`config.mk`:
```
export PLATFORM = sky130hd
export DESIGN_NAME = uart_tx_buffer
export DESIGN_NICKNAME = d
export VERILOG_FILES = /design/src/rtl/uart_tx_buffer.sv
export SDC_FILE = /design/constraint.sdc
export NUM_CORES = 1
export LEC_CHECK = 0
export ABC_AREA = 0
export ABC_CLOCK_PERIOD_IN_PS = 3200
export CAP_MARGIN = 20
export CORE_ASPECT_RATIO = 0.9
export CORE_MARGIN = 2
export CORE_UTILIZATION = 55
export DETAILED_ROUTE_END_ITERATION = 16
export DONT_BUFFER_PORTS = 1
export PLACE_DENSITY = 0.7
export REMOVE_ABC_BUFFERS = 1
export SLEW_MARGIN = 30
export SYNTH_ARGS = -nofsm -noshare
export SYNTH_HDL_FRONTEND = slang
export SYNTH_SLANG_ARGS = --single-unit
```
`constraint.sdc`:
```
create_clock -name i_clk -period 3.2 [get_ports i_clk]
set_input_delay 0.16 -clock i_clk [delete_from_list [all_inputs] [get_ports i_clk]]
set_output_delay 0.16 -clock i_clk [all_outputs]
set_load 0.005 [all_outputs]
```
`src/rtl/uart_tx_buffer.sv`:
```
// FIFO-buffered launcher for a UART transmitter: words queue on valid and are handed out one per frame.
// Latency: 2 cycles from push to o_tx_en when idle; backpressure via o_ready (=!o_full), overflow is sticky.
module uart_tx_buffer #(
  parameter int G_WORD_WIDTH   = 8,
  parameter int G_DEPTH        = 16,
  parameter int G_BUSY_TIMEOUT = 4
) (
  input  logic                       i_clk,
  input  logic                       i_rst,
  input  logic                       i_valid,
  input  logic [G_WORD_WIDTH-1:0]    i_data,
  output logic                       o_ready,
  output logic                       o_tx_en,
  output logic [G_WORD_WIDTH-1:0]    o_tx_data,
  input  logic                       i_tx_busy,
  output logic [$clog2(G_DEPTH):0]   o_count,
  output logic                       o_empty,
  output logic                       o_full,
  output logic                       o_overflow,
  output logic                       o_tx_err
);

  localparam int AW = $clog2(G_DEPTH);
  localparam int CW = AW + 1;
  localparam int TW = $clog2(G_BUSY_TIMEOUT);

  typedef enum logic [1:0] {
    IDLE      = 2'd0,
    WAIT_BUSY = 2'd1,
    WAIT_DONE = 2'd2
  } state_t;

  state_t                  state;
  state_t                  state_n;
  logic [AW-1:0]           wr_ptr;
  logic [AW-1:0]           rd_ptr;
  logic [CW-1:0]           count_n;
  logic [TW-1:0]           tcnt;
  logic [TW-1:0]           tcnt_n;
  logic                    push;
  logic                    launch;
  logic                    err_set;
  logic                    head_vld;
  logic [G_WORD_WIDTH-1:0] rd_data;
  logic [G_WORD_WIDTH-1:0] mem [G_DEPTH];

  assign o_ready = !o_full && !i_rst;
  assign push    = i_valid && !o_full;

  // Storage has a registered read port; head_vld holds off a launch until a
  // word written into an empty buffer has propagated through rd_data.
  always_ff @(posedge i_clk) begin
    if (push) begin
      mem[wr_ptr] <= i_data;
    end
    rd_data <= mem[rd_ptr];
  end

  always_comb begin
    count_n = o_count;
    if (push && !launch) begin
      count_n = o_count + CW'(1);
    end else if (!push && launch) begin
      count_n = o_count - CW'(1);
    end
  end

  always_comb begin
    state_n = state;
    tcnt_n  = tcnt;
    launch  = 1'b0;
    err_set = 1'b0;
    case (state)
      IDLE: begin
        if (!o_empty && head_vld && !i_tx_busy) begin
          launch  = 1'b1;
          tcnt_n  = '0;
          state_n = WAIT_BUSY;
        end
      end
      WAIT_BUSY: begin
        if (i_tx_busy) begin
          state_n = WAIT_DONE;
        end else if (tcnt == TW'(G_BUSY_TIMEOUT - 1)) begin
          // Transmitter never acknowledged: the popped word is dropped.
          err_set = 1'b1;
          state_n = IDLE;
        end else begin
          tcnt_n = tcnt + TW'(1);
        end
      end
      WAIT_DONE: begin
        if (!i_tx_busy) begin
          state_n = IDLE;
        end
      end
      default: begin
        state_n = IDLE;
      end
    endcase
  end

  always_ff @(posedge i_clk) begin
    if (i_rst) begin
      state      <= IDLE;
      tcnt       <= '0;
      wr_ptr     <= '0;
      rd_ptr     <= '0;
      o_count    <= '0;
      o_empty    <= 1'b1;
      o_full     <= 1'b0;
      head_vld   <= 1'b0;
      o_tx_en    <= 1'b0;
      o_tx_data  <= '0;
      o_overflow <= 1'b0;
      o_tx_err   <= 1'b0;
    end else begin
      state    <= state_n;
      tcnt     <= tcnt_n;
      o_tx_en  <= launch;
      o_count  <= count_n;
      o_empty  <= (count_n == '0);
      o_full   <= (count_n == CW'(G_DEPTH));
      head_vld <= !o_empty;
      if (launch) begin
        o_tx_data <= rd_data;
        rd_ptr    <= rd_ptr + AW'(1);
      end
      if (push) begin
        wr_ptr <= wr_ptr + AW'(1);
      end
      if (i_valid && o_full) begin
        o_overflow <= 1'b1;
      end
      if (err_set) begin
        o_tx_err <= 1'b1;
      end
    end
  end

endmodule
```
==> results of run 1 <==
[power by group]
part | total, mW | switching [mW] | internal (mW)
clock | 1.76 | 0.762 | 0.996
sequential | 2.42 | 0.0370 | 2.38
combinational | 0.212 | 0.118 | 0.0931
total | 4.39 | 0.918 | 3.47
[how the worst max path moves through the flow]
stage	cells after the start	slack, ns	endpoint	start
after floorplan	2	0.46	rd_data[0]$_DFF_P_	rd_ptr[0]$_SDFFE_PP0P_
after global placement	3	1.10	rd_data[4]$_DFF_P_	rd_ptr[0]$_SDFFE_PP0P_
after detailed placement	3	1.07	rd_data[2]$_DFF_P_	rd_ptr[0]$_SDFFE_PP0P_
after CTS	3	1.06	rd_data[7]$_DFF_P_	rd_ptr[0]$_SDFFE_PP0P_
after global routing	3	0.98	rd_data[4]$_DFF_P_	rd_ptr[0]$_SDFFE_PP0P_
final	3	1.11	rd_data[7]$_DFF_P_	rd_ptr[0]$_SDFFE_PP0P_
[cells by family (layout without fill, tap and decap cells)]
family	count (synthesis)	in the layout
mux	41	41
xor+xnor	10	10
flops	167	167
compound gates	26	26
fa+ha+maj	8	8
buf+inv	24	63
simple gates	92	92
[timing repair]
item,CTS,global route
endpoints found under the setup margin,0,0
endpoints found under the hold margin,159,0
hold buffers,11,0
[placed cells by master (no fill, tap or decap), drive strengths merged, types with 2 or more instances in the layout]
cell type,count
edfxtp,128
mux4,40
dfxtp,39
nand2,34
nor2,34
clkbuf,21
buf,16
a21oi,13
dlygate4sd3,10
clkinv,9
ha,8
nor3,6
inv,5
nand2b,5
xor2,5
xnor2,5
nor2b,3
a2111oi,3
nand4,2
clkinvlp,2
nor4,2
[flip-flops by register name, indices dropped and copies added, names as in the netlist, 2 cells and up]
signal	cells
o_tx_data	8
wr_ptr	4
o_count	5
rd_data	8
state	2
mem	128
rd_ptr	4
tcnt	2
[worst reg2reg max path, stage by stage (launching register included)]
cell	delay [ns]
dfxtp_2	0.68
buf_4	0.30
mux4_2	0.51
mux4_2	0.48
[through the flow]
| stage | power (mW) | hold WS (ns) | cell area [sq um] | cells | util, % |
|---|---|---|---|---|---|
| after floorplan | 2.58 | 0.227 | 6370 | 349 | - |
| after global routing | 4.53 | 0.102 | 7320 | 563 | 64.0 |
| final | 4.39 | 0.0840 | 7320 | 563 | 64.0 |
| after CTS | 4.42 | 0.0626 | 7320 | 563 | 64.0 |
| after global placement | 2.63 | 0.234 | 6700 | 520 | 58.6 |
| after detailed placement | 2.64 | 0.235 | 6700 | 520 | 58.6 |
[synthesized netlist by cell type]
library cell / number
mux4_2: 40
dfxtp_1: 39
xor2_1: 5
ha_1: 8
o21ai_1: 1
a211oi_1: 1
xnor2_2: 1
buf_2: 6
xnor2_1: 4
nand2b_1: 5
a2111oi_4: 1
a2111oi_2: 1
o2111a_1: 1
nor4b_2: 1
and3_1: 1
nor3_1: 6
nor2_1: 34
a21oi_1: 13
inv_1: 5
nor3b_1: 1
a311oi_1: 1
buf_1: 2
a2111oi_0: 1
o211ai_2: 1
nor4_1: 1
clkbuf_1: 11
a2bb2o_1: 1
nand3_1: 1
a41o_1: 1
a221oi_1: 1
mux2i_1: 1
nor4_2: 1
nor2b_1: 3
edfxtp_1: 128
nand2_1: 34
nand4b_1: 1
or3_1: 1
nand4_1: 2
a2bb2oi_1: 1
a311o_1: 1
[routing by layer]
metal  wire [um]  up-vias  global-route usage (%)
met5           0        -                       0
met4         162        0                    7.31
met3         697       11                    5.69
met2        5740      104                    32.0
met1        5450     1619                    29.3
li1            -     1479                       -
[cell type report]
| type | instances | area [sq um] |
|---|---|---|
| Clock buffer | 21 | 450 |
| Inverter | 5 | 18.8 |
| Tap cell | 156 | 195 |
| Timing Repair Buffer | 26 | 230 |
| Multi-Input combinational cell | 177 | 1740 |
| Sequential cell | 167 | 4630 |
| Fill cell | 819 | 4120 |
| Clock inverter | 11 | 60.1 |
==> results.cfg, run 1 <==
[sta]
setup-tns-final_ns = 0
tightest_slew_ns = 0.895
timing.fmax_ghz = 0.478
final_max_slew_viol_count = 0
finalSetupViolCount = 0
skew_ns = 0.00641
maxSlewHeadroom_pct = 40.1
period_needed_ns = 2.09
fin_ws_ns = 1.11
fin_crit_sh_pct = 65.4
rsz0062_at_grt = false
hold_viol_final = 0

[floorplanning]
row_count = 37
die_area_sq_mm = 0.0126
die_width_um = 118
core_sq_mm = 0.0114
die_y_um = 107
ios = 31
initial_utilization_pct = 56.4

[worst_setup_path]
crit_chain = buf_4, mux4_2, mux4_2
ff2ff_setup_slack_ns = 1.11
crit_top_cell = mux4_2
start_kind = flop
critPathBufInv = 1
cp_max_fo = 16
cp_slowest_cell = dfxtp_2
r2r_cells = 3
end_kind = flop
r2r_end = rd_data[7]$_DFF_P_
critPathTopFamily = multiplexers
crit_path_max_incr_delay_ns = 0.68
arrival_ns = 2.38
timing.rr.start = rd_ptr[0]$_SDFFE_PP0P_
worstSetupPathType = flop to flop
worstPathRequired_ns = 3.49

[yosys]
synth_xor_area_share_pct = 1.47
synthTopCellsByArea = edfxtp_1 60%, mux4_2 14%, dfxtp_1 12%, nand2_1 2.0%, nor2_1 2.0%
yosys.area.top_type = edfxtp_1
ys_seq_area_share_pct = 71.7
synth-seq-cells = 167
syn_area_per_cell_sq_um = 17.5
synthDistinctLibCells = 40
synth-simple-area-share_pct = 6.44
synth_compound_area_share_pct = 3.24
syn_inst = 368
yosys_warnings = 0
synth_adder_area_share_pct = 1.55
syn_area_sq_mm = 0.00645
yosysTopAreaCellShare_pct = 59.6
synth_mux_area_share_pct = 14.1
synth_top_family_by_area = multiplexers

[clock_tree]
cts_buffers = 17
cts_setup_buffers = 0
path_clk_slew_ns = 0.06
insertion_delay_ns = 0.41
ctsResizeCount = 0
cts_root_buf = clkbuf_16
cts_sinks = 167
cts_tree = yes
h-tree-depth = 4
clockBufferDepth = 2

[route]
finalWirelength_mm = 12.0
drc = 0
drtIter0Drc = 280
vias = 3213
first_pass_iters = 4
drt-vias-per-instance = 5.71
ant_nets = 0
post_drt_wl_per_cell_um = 21.4

[min_path]
min_path_type = input pin to flop
min_to = wr_ptr[1]$_SDFFE_PP0P_
whs_path_depth = 3
min-delay-start = i_valid

[cells_and_area]
nets = 414
drive_above_1_share_pct = 22.4
n_antenna_cell = 0
syn_to_final_growth_pct = 13.4

[global_route]
grt_pass1_wl_mm = 18.9
antenna_found_initial = 0
grt_pass1_vias = 3210
grt_max_degree = 36
grt.overflow.total = 0
grt_usage_pct = 20.9

[placement]
dp_hpwl_mm = 7.49
port_buffers = 0
pre_cts_ws_ns = 1.07
place.gp.congestion = 0.780

[power]
power_density_mw_per_mm2 = 599
irDropWorstVdd_mv = 0.495
leakage_nw = 2.33

[flow_run]
max_cap_violations = 0

[outcome]
outcome = finished clean
Note: power is estimated with default switching activity, not from simulation.
==> inputs of run 2 (changes only) <==
ABC_CLOCK_PERIOD_IN_PS = 2130   (was 3200)
clock period = 2.13 ns   (was 3.2 ns; I/O delays follow)
==> results.cfg, run 2 (synthesis results as in run 1) <==
[sta]
timing.fmax_ghz = 0.504
maxSlewHeadroom_pct = 53.6
skew_ns = 0.00886
final_max_slew_viol_count = 0
hold_viol_final = 0
finalSetupViolCount = 0
tightest_slew_ns = 0.696
rsz0062_at_grt = false
period_needed_ns = 1.98
finalHoldWorstSlack_ns = 0.0555
fin_ws_ns = 0.145
fin_crit_sh_pct = 93.2
setup-tns-final_ns = 0

[route]
drt-vias-per-instance = 5.76
finalWirelength_mm = 11.5
drtIter0Drc = 255
ant_nets = 0
drc = 0
first_pass_iters = 5
post_drt_wl_per_cell_um = 20.1
vias = 3304

[cells_and_area]
finish.instance_area_sq_mm = 0.00742
fill_cells = 797
drive_above_1_share_pct = 23.4
nets = 425
fin_util_pct = 64.9
final-instance-count-excl-fill = 574
largest_reg_flops = 128
syn_to_final_growth_pct = 15.0
regMostFlops = mem
n_antenna_cell = 0
mostFrequentLayoutCell = edfxtp_1
reg.largest.list = mem x128, o_tx_data x8, rd_data x8
final_cell_mix = 128 x edfxtp_1, 40 x mux4_2, 38 x dfxtp_1

[worst_setup_path]
end_kind = flop
timing.rr.start = state[1]$_SDFFE_PP0P_
cp_max_fo = 8
cp-startpoint = state[1]$_SDFFE_PP0P_
worstSetupPathType = flop to flop
worstPathRequired_ns = 2.39
start_kind = flop
arrival_ns = 2.25

[placement]
dp_hpwl_mm = 7.57
place.gp.congestion = 0.778
place_area_sq_mm = 0.00679
port_buffers = 0
post-place-cells = 531
pre_cts_ws_ns = 0.187

[global_route]
grt.overflow.total = 0
antenna_found_initial = 0
grt_usage_pct = 20.0
grt_pass1_wl_mm = 18.5
grt_pass1_vias = 3269
grt_max_degree = 36

[flow_run]
max_cap_violations = 0

[clock_tree]
cts_sinks = 167
cts_tree = yes
h-tree-depth = 4
cts_setup_buffers = 0
cts_root_buf = clkbuf_16
ctsResizeCount = 0
clockBufferDepth = 2
insertion_delay_ns = 0.41
path_clk_slew_ns = 0.06
cts_buffers = 17

[floorplanning]
ios = 31
die_width_um = 118
row_count = 37
initial_utilization_pct = 56.4
die_area_sq_mm = 0.0126
die_y_um = 107
core_sq_mm = 0.0114

[power]
irDropWorstVdd_mv = 0.835
power.total_mw = 6.68
leakage_nw = 2.38
power_density_mw_per_mm2 = 901

[min_path]
min-delay-start = i_valid
min_path_type = input pin to flop

[outcome]
outcome = finished clean
run 2: cell count changes in the layout (fill, tap and decap cells not counted), sizes merged:
cell,before,now
clkinvlp,2,4
clkinv,9,5
buf,16,27
clkbuf,21,22
bufinv,0,1
run 2: area by class of cell:
type	instances	area (sq um)	area share, %
Clock inverter	10	81.3	1.10
Inverter	5	18.8	0.253
Sequential cell	167	4630	62.3
Clock buffer	22	444	5.99
Tap cell	156	195	2.63
Multi-Input combinational cell	177	1730	23.3
Timing Repair Buffer	37	325	4.38
run 2: critical path: stages (launching register included):
cell and delay [ns]:
dfxtp_1 0.34, or3_1 0.51, nor2_1 0.52, buf_4 0.27
xnor2_1 0.12, nor2_1 0.07
run 2: where the power goes:
part           internal (mW)  leakage (nW)  switching, mW
sequential              3.57          1.48         0.0512
combinational          0.145         0.665          0.185
clock                   1.59         0.243           1.14
run 2: layer usage:
metal	up-vias	global-route usage [%]	wire length [um]
met5	-	0	0
met4	0	6.20	98
met3	12	5.80	669
met2	92	29.7	5430
met1	1700	28.9	5330
li1	1500	-	-
run 2: path summary, 6_finish.rpt:
kind | cells after the start | slack (ns) | to
worst min register to register | 2 | 0.44 | o_tx_data[5]$_SDFFE_PP0P_
worst min-delay path | 3 | 0.06 | wr_ptr[1]$_SDFFE_PP0P_
worst max-delay path | 5 | 0.15 | rd_ptr[0]$_SDFFE_PP0P_
worst max register to register | 5 | 0.15 | rd_ptr[0]$_SDFFE_PP0P_
run 2: repair_timing:
item,4_1_cts,5_1_grt
hold endpoints to repair,159,0
hold buffers,11,0
endpoints found under the setup margin,0,0
==> inputs of run 3 (changes only) <==
--- a/config.mk
+++ b/config.mk
@@ -16,2 +16,3 @@
 export PLACE_DENSITY = 0.7
+export RECOVER_POWER = 25
 export REMOVE_ABC_BUFFERS = 1
==> constraint.sdc (replaced) <==
create_clock -name i_clk -period 2.13 [get_ports i_clk]
set_input_delay 0.5325 -clock i_clk [delete_from_list [all_inputs] [get_ports i_clk]]
set_output_delay 0.5325 -clock i_clk [all_outputs]
set_load 0.005 [all_outputs]
==> results.cfg, run 3 (synthesis results as in run 1) <==
[clock_tree]
cts_root_buf = clkbuf_16
cts_tree = yes
insertion_delay_ns = 0.42
cts_sinks = 167
clockBufferDepth = 2
h-tree-depth = 4
cts_setup_buffers = 0
cts.hold.buffers_added = 0
path_clk_slew_ns = 0.06
ctsResizeCount = 0
cts_buffers = 17

[worst_setup_path]
ff2ff_setup_slack_ns = 0.21
arrival_ns = 2.23
worstSetupPathType = flop to flop
cp_max_fo = 7
start_kind = flop
r2r_cells = 5
r2r_end = o_empty$_SDFF_PP1_
worstPathRequired_ns = 2.44
end_kind = flop
timing.rr.start = state[1]$_SDFFE_PP0P_

[placement]
post-place-cells = 529
port_buffers = 0
dp_hpwl_mm = 7.62
pre_cts_ws_ns = 0.212
place.gp.congestion = 0.772
place_area_sq_mm = 0.00678

[route]
drt-vias-per-instance = 5.70
drc = 0
first_pass_iters = 5
vias = 3199
ant_nets = 0
post_drt_wl_per_cell_um = 20.9
finalWirelength_mm = 11.7
drtIter0Drc = 234

[sta]
rsz0062_at_grt = false
tightest_slew_ns = 0.661
timing.fmax_ghz = 0.520
period_needed_ns = 1.92
finalHoldWorstSlack_ns = 0.178
fin_ws_ns = 0.208
maxSlewHeadroom_pct = 55.9
final_max_slew_viol_count = 0
setup-tns-final_ns = 0
skew_ns = 0.00880
finalSetupViolCount = 0
hold_viol_final = 0
fin_crit_sh_pct = 90.2

[min_path]
min_path_type = input pin to flop
whs_path_depth = 1
min_to = wr_ptr[2]$_SDFFE_PP0P_
min-delay-start = i_rst

[global_route]
grt_usage_pct = 20.5
antenna_found_initial = 0
grt_pass1_wl_mm = 18.6
grt.overflow.total = 0
grt_max_degree = 36
grt_pass1_vias = 3247

[cells_and_area]
final-seq-area_sq_mm = 0.00463
reg.largest.list = mem x128, o_tx_data x8, rd_data x8
multi_input_area_sq_mm = 0.00173
n_antenna_cell = 0
final_cell_mix = 128 x edfxtp_1, 40 x mux4_2, 38 x dfxtp_1
fin_util_pct = 64.8
finish.instance_area_sq_mm = 0.00741
mostFrequentLayoutCell = edfxtp_1
drive_above_1_share_pct = 24.2
largest_reg_flops = 128
final-instance-count-excl-fill = 561
regMostFlops = mem
nets = 412
syn_to_final_growth_pct = 14.8
fill_cells = 798

[floorplanning]
core_sq_mm = 0.0114
initial_utilization_pct = 56.4
die_width_um = 118
ios = 31
row_count = 37
die_y_um = 107
die_area_sq_mm = 0.0126

[power]
leakage_nw = 2.39
power_density_mw_per_mm2 = 951
power.total_mw = 7.05
irDropWorstVdd_mv = 0.575

[outcome]
outcome = finished clean

[flow_run]
max_cap_violations = 0
-- run 3: cell types whose count changed in the layout (fill, tap and decap cells not counted), sizes merged --
cell / change
dlygate4sd3: -10
clkbuf: +6
clkinvlp: -4
buf: -3
clkinv: -2
-- run 3: how the worst max path moves through the flow --
stage                                      start            endpoint  slack [ns]  cells after the start
after global routing       state[1]$_SDFFE_PP0P_   o_full$_SDFF_PP0_        0.09                      5
after detailed placement   state[1]$_SDFFE_PP0P_  o_empty$_SDFF_PP1_        0.21                      5
after CTS                  state[1]$_SDFFE_PP0P_   o_full$_SDFF_PP0_        0.19                      5
after floorplan           rd_ptr[0]$_SDFFE_PP0P_  rd_data[0]$_DFF_P_       -0.61                      2
final                      state[1]$_SDFFE_PP0P_  o_empty$_SDFF_PP1_        0.21                      5
after global placement     state[1]$_SDFFE_PP0P_  o_empty$_SDFF_PP1_        0.24                      5
-- run 3: where the power goes --
part / internal, mW / switching [mW] / leakage, nW
clock network: 1.99 / 1.15 / 0.310
registers: 3.57 / 0.0546 / 1.48
logic: 0.130 / 0.141 / 0.608
total: 5.69 / 1.35 / 2.39
-- run 3: layout make-up --
class	count	area share [%]
Sequential cell	167	62.4
Multi-Input combinational cell	177	23.4
Clock buffer	28	7.87
Timing Repair Buffer	24	2.77
Tap cell	156	2.64
Clock inverter	4	0.659
Inverter	5	0.253
-- run 3: layer usage --
metal / wire length (um) / global-route usage (%) / vias to the layer above
li1: - / - / 1478
met4: 141 / 6.71 / 0
met3: 672 / 7.23 / 13
met5: 0 / 0 / -
met1: 5380 / 28.8 / 1625
met2: 5530 / 30.4 / 83
-- run 3: worst max-delay path: stages (launching register included) --
cell	delay, ns
dfxtp_1	0.34
or3_1	0.52
o211ai_2	0.20
a2bb2o_1	0.34
xnor2_2	0.17
a41o_1	0.24
